`src/rtl/seg_scan_ctrl_if.sv`:
```
// Display-side bundle for seg_scan_ctrl: digit data and controls in, board AN/SEGMENT pins and frame pulse out.
// The master modport belongs to the datapath that supplies digit data; the slave modport belongs to the scanner.
interface seg_scan_ctrl_if;
  logic [15:0] digits;
  logic [3:0]  dp;
  logic [3:0]  digit_en;
  logic [3:0]  blink;
  logic [3:0]  AN;
  logic [7:0]  SEGMENT;
  logic        frame_tick;

  modport master (
    output digits, dp, digit_en, blink,
    input  AN, SEGMENT, frame_tick
  );

  modport slave (
    input  digits, dp, digit_en, blink,
    output AN, SEGMENT, frame_tick
  );
endinterface

```
`src/rtl/seg_scan_ctrl.sv`:
```
// 4-digit seven-segment scan scheduler: each digit gets a blanking gap and then a drive slot, in order 0..3.
// Define SEG_BLINK_EN to add frame-counted blinking of digits whose blink bit is set.
module seg_scan_ctrl #(
  parameter int DIGIT_CYCLES = 50000,
  parameter int BLANK_CYCLES = 500,
  parameter int BLINK_FRAMES = 125
) (
  input  logic          clk_50mhz,
  input  logic          rst,
  seg_scan_ctrl_if.slave bus
);

  localparam int MAX_CYCLES = (DIGIT_CYCLES > BLANK_CYCLES) ? DIGIT_CYCLES : BLANK_CYCLES;
  localparam int CW = $clog2(MAX_CYCLES);
  localparam logic [CW-1:0] BLANK_LAST = CW'(BLANK_CYCLES - 1);
  localparam logic [CW-1:0] DRIVE_LAST = CW'(DIGIT_CYCLES - 1);

  typedef enum logic {
    ST_BLANK,
    ST_DRIVE
  } state_e;

  state_e        state_q, state_d;
  logic [1:0]    idx_q, idx_d;
  logic [CW-1:0] cnt_q, cnt_d;
  logic [3:0]    nib_q, nib_d;
  logic          dp_sh_q, dp_sh_d;
  logic          en_sh_q, en_sh_d;
  logic [3:0]    an_q, an_d;
  logic [7:0]    seg_q, seg_d;
  logic          tick_q, tick_d;
  logic          latch;
  logic          wrap;
  logic          show;
  logic          hidden;

  // Active-low {g,f,e,d,c,b,a} pattern for one hex nibble.
  function automatic logic [6:0] hex7(input logic [3:0] v);
    logic [6:0] s;
    case (v)
      4'h0: s = 7'h40;
      4'h1: s = 7'h79;
      4'h2: s = 7'h24;
      4'h3: s = 7'h30;
      4'h4: s = 7'h19;
      4'h5: s = 7'h12;
      4'h6: s = 7'h02;
      4'h7: s = 7'h78;
      4'h8: s = 7'h00;
      4'h9: s = 7'h10;
      4'hA: s = 7'h08;
      4'hB: s = 7'h03;
      4'hC: s = 7'h46;
      4'hD: s = 7'h21;
      4'hE: s = 7'h06;
      default: s = 7'h0E;
    endcase
    return s;
  endfunction

`ifdef SEG_BLINK_EN
  localparam int FW = (BLINK_FRAMES > 1) ? $clog2(BLINK_FRAMES) : 1;
  localparam logic [FW-1:0] FRAME_LAST = FW'(BLINK_FRAMES - 1);

  logic          blink_sh_q, blink_sh_d;
  logic [FW-1:0] frame_cnt_q, frame_cnt_d;
  logic          phase_q, phase_d;

  // Phase flips only at a frame wrap, so it is already settled whenever a slot latches.
  always_comb begin
    blink_sh_d  = latch ? bus.blink[idx_q] : blink_sh_q;
    frame_cnt_d = frame_cnt_q;
    phase_d     = phase_q;
    if (wrap) begin
      if (frame_cnt_q == FRAME_LAST) begin
        frame_cnt_d = '0;
        phase_d     = ~phase_q;
      end else begin
        frame_cnt_d = frame_cnt_q + 1'b1;
      end
    end
  end

  always_ff @(posedge clk_50mhz) begin
    if (rst) begin
      blink_sh_q  <= 1'b0;
      frame_cnt_q <= '0;
      phase_q     <= 1'b0;
    end else begin
      blink_sh_q  <= blink_sh_d;
      frame_cnt_q <= frame_cnt_d;
      phase_q     <= phase_d;
    end
  end

  assign hidden = blink_sh_d & phase_q;
`else
  logic unused_blink;
  assign unused_blink = ^bus.blink;
  assign hidden       = 1'b0;
`endif

  // Next-state logic; outputs are derived from the next state so they line up with it exactly.
  always_comb begin
    state_d = state_q;
    idx_d   = idx_q;
    cnt_d   = cnt_q;
    latch   = 1'b0;
    wrap    = 1'b0;
    case (state_q)
      ST_BLANK: begin
        if (cnt_q == BLANK_LAST) begin
          cnt_d   = '0;
          state_d = ST_DRIVE;
          latch   = 1'b1;
        end else begin
          cnt_d = cnt_q + 1'b1;
        end
      end
      ST_DRIVE: begin
        if (cnt_q == DRIVE_LAST) begin
          cnt_d   = '0;
          state_d = ST_BLANK;
          idx_d   = idx_q + 2'd1;
          wrap    = (idx_q == 2'd3);
        end else begin
          cnt_d = cnt_q + 1'b1;
        end
      end
      default: begin
        state_d = ST_BLANK;
        cnt_d   = '0;
      end
    endcase

    nib_d   = latch ? bus.digits[{idx_q, 2'b00} +: 4] : nib_q;
    dp_sh_d = latch ? bus.dp[idx_q]                  : dp_sh_q;
    en_sh_d = latch ? bus.digit_en[idx_q]            : en_sh_q;

    show   = (state_d == ST_DRIVE) && en_sh_d && !hidden;
    an_d   = show ? ~(4'b0001 << idx_q) : 4'hF;
    seg_d  = show ? {~dp_sh_d, hex7(nib_d)} : 8'hFF;
    tick_d = wrap;
  end

  always_ff @(posedge clk_50mhz) begin
    if (rst) begin
      state_q <= ST_BLANK;
      idx_q   <= 2'd0;
      cnt_q   <= '0;
      nib_q   <= 4'h0;
      dp_sh_q <= 1'b0;
      en_sh_q <= 1'b0;
      an_q    <= 4'hF;
      seg_q   <= 8'hFF;
      tick_q  <= 1'b0;
    end else begin
      state_q <= state_d;
      idx_q   <= idx_d;
      cnt_q   <= cnt_d;
      nib_q   <= nib_d;
      dp_sh_q <= dp_sh_d;
      en_sh_q <= en_sh_d;
      an_q    <= an_d;
      seg_q   <= seg_d;
      tick_q  <= tick_d;
    end
  end

  assign bus.AN         = an_q;
  assign bus.SEGMENT    = seg_q;
  assign bus.frame_tick = tick_q;

endmodule

```
`src/flat_wrapper.sv`:
```
// flat-port wrapper written by rule: the top's interface ports become plain ports
module seg_scan_ctrl_flat 
#(
  parameter int DIGIT_CYCLES = 50000,
  parameter int BLANK_CYCLES = 500,
  parameter int BLINK_FRAMES = 125
)
  (clk_50mhz, rst, bus_digits, bus_dp, bus_digit_en, bus_blink, bus_AN, bus_SEGMENT, bus_frame_tick);
  seg_scan_ctrl_if bus_i ();
  input  logic clk_50mhz;
  input  logic rst;
  input wire logic [$bits(bus_i.digits)-1:0] bus_digits;
  input wire logic [$bits(bus_i.dp)-1:0] bus_dp;
  input wire logic [$bits(bus_i.digit_en)-1:0] bus_digit_en;
  input wire logic [$bits(bus_i.blink)-1:0] bus_blink;
  output wire logic [$bits(bus_i.AN)-1:0] bus_AN;
  output wire logic [$bits(bus_i.SEGMENT)-1:0] bus_SEGMENT;
  output wire logic [$bits(bus_i.frame_tick)-1:0] bus_frame_tick;
  assign bus_i.digits = bus_digits;
  assign bus_i.dp = bus_dp;
  assign bus_i.digit_en = bus_digit_en;
  assign bus_i.blink = bus_blink;
  assign bus_AN = bus_i.AN;
  assign bus_SEGMENT = bus_i.SEGMENT;
  assign bus_frame_tick = bus_i.frame_tick;
  seg_scan_ctrl #(.DIGIT_CYCLES(DIGIT_CYCLES), .BLANK_CYCLES(BLANK_CYCLES), .BLINK_FRAMES(BLINK_FRAMES)) u_core (.clk_50mhz(clk_50mhz), .rst(rst), .bus(bus_i));
endmodule
```
`config.mk`:
```
export PLATFORM = sky130hd
export DESIGN_NAME = seg_scan_ctrl_flat
export DESIGN_NICKNAME = d
export VERILOG_FILES = /design/src/rtl/seg_scan_ctrl_if.sv /design/src/rtl/seg_scan_ctrl.sv /design/src/flat_wrapper.sv
export SDC_FILE = /design/constraint.sdc
export NUM_CORES = 1
export LEC_CHECK = 0
export CAP_MARGIN = 20
export CORE_AREA = 4 4 76 78
export DETAILED_ROUTE_END_ITERATION = 10
export DIE_AREA = 0 0 80 82
export SLEW_MARGIN = 30
export SYNTH_ARGS = -nofsm -noshare
export SYNTH_HDL_FRONTEND = slang
export SYNTH_SLANG_ARGS = --single-unit
```
`constraint.sdc`:
```
create_clock -name clk_50mhz -period 3.7 [get_ports clk_50mhz]
set_input_delay 0.37 -clock clk_50mhz [delete_from_list [all_inputs] [get_ports clk_50mhz]]
set_output_delay 0.37 -clock clk_50mhz [all_outputs]
set_load 0.005 [all_outputs]
```
# Word level (Yosys, flattened, before mapping)
# Memory sizes are Yosys's and may differ from the RTL's. A register that Yosys moved wholly into a read port is not among the register bits.
# Index checks and enable logic that the tools add are counted.
# totals
reg_bits	38
romBits	112
inputBits	30
elab_cells	41
n_memories	1
# memory_table
memory	words	width	read_ports	rd_ports_with_merged_regs	write_ports	line	text
(no name shown)	16	7	1	1	0	seg_scan_ctrl.sv:40	case (v)
# classes
add_sub_neg	2
order_cmp	1
n_eq_ne	3
shift	2
mux	14
n_bitwise	5
n_reduce_logical	4
# op_table
operator	n
two-way mux 16 bit	2
case mux 16 bit (2 select lines)	1
adder 16 x 1 -> 16 bit, second input constant	1
== test 16 bit, second input constant	1
== test 16 x 9 -> 1 bit, second input constant	1
variable part select 16 x 5 -> 4 bit	1
two-way mux 1 bit	7
binary-select mux 1 bit (select 2 bit)	2
two-way mux 4 bit	1
inverter 1 bit	4
inverter 4 bit	1
left shift 1 x 2 -> 4 bit, first input constant	1
less-than comparator 2 x 3 -> 1 bit, second input constant	1
OR reduction 3 bit	1
adder 2 x 1 -> 2 bit, second input constant	1
== test 2 bit, second input constant	1
case mux 1 bit (2 select lines)	1
AND reduction 2 bit	1
OR reduction 2 bit	1
logical AND 1 bit	1

# Logic depth before layout (Yosys ltp)
# depth
ltp_word	7
mapped_depth	12

# Worst setup path after synthesis
# Ideal clock, no wire load.
# synth_path
kind	flip-flop to flip-flop
from	reg u_core.cnt_q[0]
to	reg u_core.seg_q[0], in the netlist u_core.bus.SEGMENT[0]
setup_time_ps	120
arrival_time_ps	2606
t_required_ps	3580
path_slack_ps	974
path_stages_with_launch	11
path_buffers	1
cell_sequence	dfxtp_1 ha_1 nor4b_2 and4_1 buf_6 mux2i_1 inv_1 ha_1 a211oi_1 a21oi_1 a211o_1
# synth_lines
item	line	text
start: declaration	seg_scan_ctrl.sv:25	logic [CW-1:0] cnt_q, cnt_d;
start signal: assignment	seg_scan_ctrl.sv:160	cnt_q <= cnt_d;
== test 16 x 9 -> 1 bit	seg_scan_ctrl.sv:112	if (cnt_q == BLANK_LAST) begin
two-way mux 1 bit	seg_scan_ctrl.sv:112	
two-way mux 1 bit	seg_scan_ctrl.sv:110	case (state_q)
two-way mux 4 bit	seg_scan_ctrl.sv:136	nib_d = latch ? bus.digits[{idx_q, 2'b00} +: 4] : nib_q;
named net u_core.nib_d[1]	seg_scan_ctrl.sv:26	logic [3:0] nib_q, nib_d;
end: declaration	seg_scan_ctrl.sv:30	logic [7:0] seg_q, seg_d;
# The timed path passes the listed nets, and every way through them passes these cells.
# A chain may end at the register's enable or synchronous reset.

# Final worst setup path
# Same ends and word-level chain as after synthesis.

==> flow_summary_export.csv <==
group,metric,value,unit
status,status,"completed",
sta,worstMarginPinSlew,0.6455,ns
synth,synth-seq-area-share,38.75,%
sta,whs,0.4527,ns
power_and_ir_drop,p_switching,0.0001545,W
route,ant_nets,0,
worst_setup_path,crit_fanout,10,
clock_network,cts_buffer_depth,2,
sta,setup_viol,0,
synth,synth_flop_cell,"dfxtp_1",
power_and_ir_drop,power,0.0007858,W
global_route,grt_antenna_before_repair,0,
sta,rsz0062_at_grt,"false",
clock_network,cts_root_buf,"clkbuf_8",
die,dieArea,6560,sq um
synth,avgSynthCellArea,10.22,sq um
worst_setup_path,ff2ff_path_depth,11,
layout,areaGrowthSynthToFinish,28.36,%
hold_path,hold_path_class,"register to register",
sta,setup_slack,0.7204,ns
sta,hold_viol,0,
power_and_ir_drop,ir_drop,0.1857,mV
clock_network,cts_tree,"built",
die,coreArea,5075,sq um
power_and_ir_drop,leakage,0.9341,nW
worst_setup_path,crit_type,"register to register",
synth,synth-seq-cells,38,
worst_setup_path,critPathArrivalTime,3.15,ns
power_and_ir_drop,p_per_area,311.8,nW/um^2
global_route,grt_pass1_wl,6.589,mm
worst_setup_path,critical_path_depth,11,
global_route,grt_max_degree,17,
clock_network,cts-htree-levels,2,
worst_setup_path,r2r-start,"u_core.cnt_q[0]",
die,ioPinCount,43,
placement,pre_cts_slack,0.7539,ns
sta,fin_skew,0.002569,ns
global_route,overflow,0,
clock_network,cts_resized,0,
die,die_h,82,um
hold_path,min_from,"u_core.cnt_q[0]",
worst_setup_path,start_kind,"register",
die,die_w,80,um
synth,synth_cells,192,
worst_setup_path,critPathCapture,"u_core.bus.SEGMENT[0]",
power_and_ir_drop,combPwrFrac,5.8,%
sta,final.period_utilization,80.53,%
power_and_ir_drop,p_int,0.0006313,W
sta,drv_slew,0,
synth,synth_edf_count,0,
placement,dpl_cell_area,2410,sq um
clock_network,clk_pin_slew,0.07,ns
worst_setup_path,critical-path-slowest-cell,"and4_1",
worst_setup_path,crit_chain,"ha_1, nor4b_2, and4_1, mux2i_2, inv_1, ha_1, inv_1, nor2_1, a211oi_1, a21oi_1, a211o_1",
sta,max_freq,0.3356,GHz
sta,maxSlewHeadroom,56.97,%
synth,yosysTopAreaCellShare,38.75,%
worst_setup_path,max_stage_delay,0.56,ns
placement,portBuffers,38,
worst_setup_path,worstSetupStartpoint,"u_core.cnt_q[0]",
global_route,grt_use_total,12.91,%
clock_network,clock_sinks,38,
route,drt_first_pass_iters,4,
clock_network,post_cts_buffers,0,
route,wire_per_inst,13.03,um
route,wirelength,3.961,mm
power_and_ir_drop,power.share.switching,19.66,%
global_route,grt_pass1_vias,1410,
worst_setup_path,worstPathRequired,3.87,ns
worst_setup_path,worst-path-buf-inv,2,
power_and_ir_drop,p_clk_share,41.6,%
synth,ys_types,43,
layout,fin_area,2520,sq um
die,num_rows,26,
sta,period_needed,2.980,ns
route,drtIter0Drc,77,
placement,gp_congestion,0.7448,
clock_network,cts_buffers,5,
hold_path,min_path_cells,1,
worst_setup_path,timing.rr.end,"u_core.bus.SEGMENT[0]",
worst_setup_path,end_kind,"register",
synth,syn-num-nets,234,
sta,setup_tns,0,ns
synth,synth_top_area_cell,"dfxtp_1",
synth,synth_area,1963,sq um
worst_setup_path,crit_family,"simple AND/OR/NAND/NOR gates",
layout,fin_nets,275,
layout,insertedDiodeCount,0,
die,initial_utilization,38.68,%
placement,place_hpwl,2.940,mm
route,via_per_inst,4.941,
clock_network,cts_hold_buf,0,
layout,drive_gt1_share,11.97,%
clock_network,clk_latency,0.28,ns
route,via_count,1502,
worst_setup_path,r2r_slack,0.72,ns
synth,ys_async_sr_fraction,0,%
route,drc_errors,0,
flow_run,max_cap_viol_count,0,
power_and_ir_drop,power.share.sequential,52.7,%
synth,yosys_warnings,0,
synth,ys_top_cells_by_area,"dfxtp_1 39%, ha_1 7.6%, mux4_2 6.9%",
[through the flow]
step | instances | utilization (%)
global placement | 296 | 47.49
global route | 304 | 49.65
finish | 304 | 49.65
CTS | 304 | 49.65
detailed placement | 296 | 47.49
floorplan | 192 | -
[sequential cells by signal, summed over array words and instances, names as in the netlist]
| name | count |
|---|---|
| u_core.nib_q | 4 |
| u_core.cnt_q | 16 |
| u_core.dp_sh_q | 1 |
| u_core.bus.AN | 4 |
| u_core.bus.SEGMENT | 8 |
| u_core.state_q | 1 |
| u_core.bus.frame_tick | 1 |
| u_core.en_sh_q | 1 |
| u_core.idx_q | 2 |
[worst min-delay path by stage]
stage	endpoint
after global routing	u_core.cnt_q[0]
after CTS	u_core.cnt_q[0]
after detailed placement	u_core.cnt_q[0]
after floorplan	u_core.cnt_q[0]
after global placement	u_core.cnt_q[0]
final	u_core.cnt_q[0]
[logic make-up after synthesis]
family | Yosys count | synth area share [%]
XOR/XNOR | 16 | 7.139
AND/OR/NAND/NOR | 70 | 19.31
multiplexers | 17 | 13.00
adder cells (fa/ha/maj) | 12 | 7.648
buffers and inverters | 17 | 4.143
flip-flops | 38 | 38.75
AO/OA/AOI/OAI | 22 | 10.01
[placed cells by master, fill, tap and decap left out, types with 2 or more instances in the layout]
cell and n:
dfxtp_1 38, o221ai_1 2, xnor2_1 8, ha_1 12, clkbuf_8 8, clkdlybuf4s50_1 38, and3_1 3, nor3_1 2
xor2_1 8, nand3_1 8, nor2_1 26, a41oi_1 3, a21oi_1 2, nand4_1 5, nor4b_2 2, a211oi_1 2
and4_1 3, a31oi_1 2, mux2i_1 8, nand2_1 13, mux4_2 6, buf_4 3, inv_1 10, nor3b_1 3
[synth_stat cells (all sizes together) (4+ instances only)]
| library cell | instances |
|---|---|
| buf | 4 |
| nand3 | 8 |
| xor2 | 8 |
| ha | 12 |
| inv | 10 |
| nand2 | 13 |
| dfxtp | 38 |
| nor2 | 26 |
| mux4 | 6 |
| nand4 | 5 |
| xnor2 | 8 |
| mux2i | 9 |
[metal layers]
metal / track usage [%] / share of wire [%] / vias up
li1: - / - / 769
met1: 16.85 / 49 / 701
met2: 20.45 / 46 / 27
met3: 3.289 / 3.9 / 5
met4: 5.068 / 1.4 / 0
met5: 0 / 0 / -
[final cells by class]
type	count	area, sq um
clock buffer	8	110.1
fill	503	2555
inverter	10	37.54
multi-input combinational	137	1121
sequential	38	760.7
tap	70	87.58
timing repair buffer	41	402.9
[power by group through the flow]
| stage | Sequential (W) | Combinational (W) | Clock, W |
|---|---|---|---|
| global placement | 0.000423 | 0.0000453 | 0 |
| finish | 0.000414 | 0.0000454 | 0.000327 |
| CTS | 0.000414 | 0.0000461 | 0.000340 |
| floorplan | 0.000423 | 0.0000172 | 0 |
| global route | 0.000414 | 0.0000499 | 0.000356 |
| detailed placement | 0.000423 | 0.0000460 | 0 |
(Power assumes the default switching activity.)
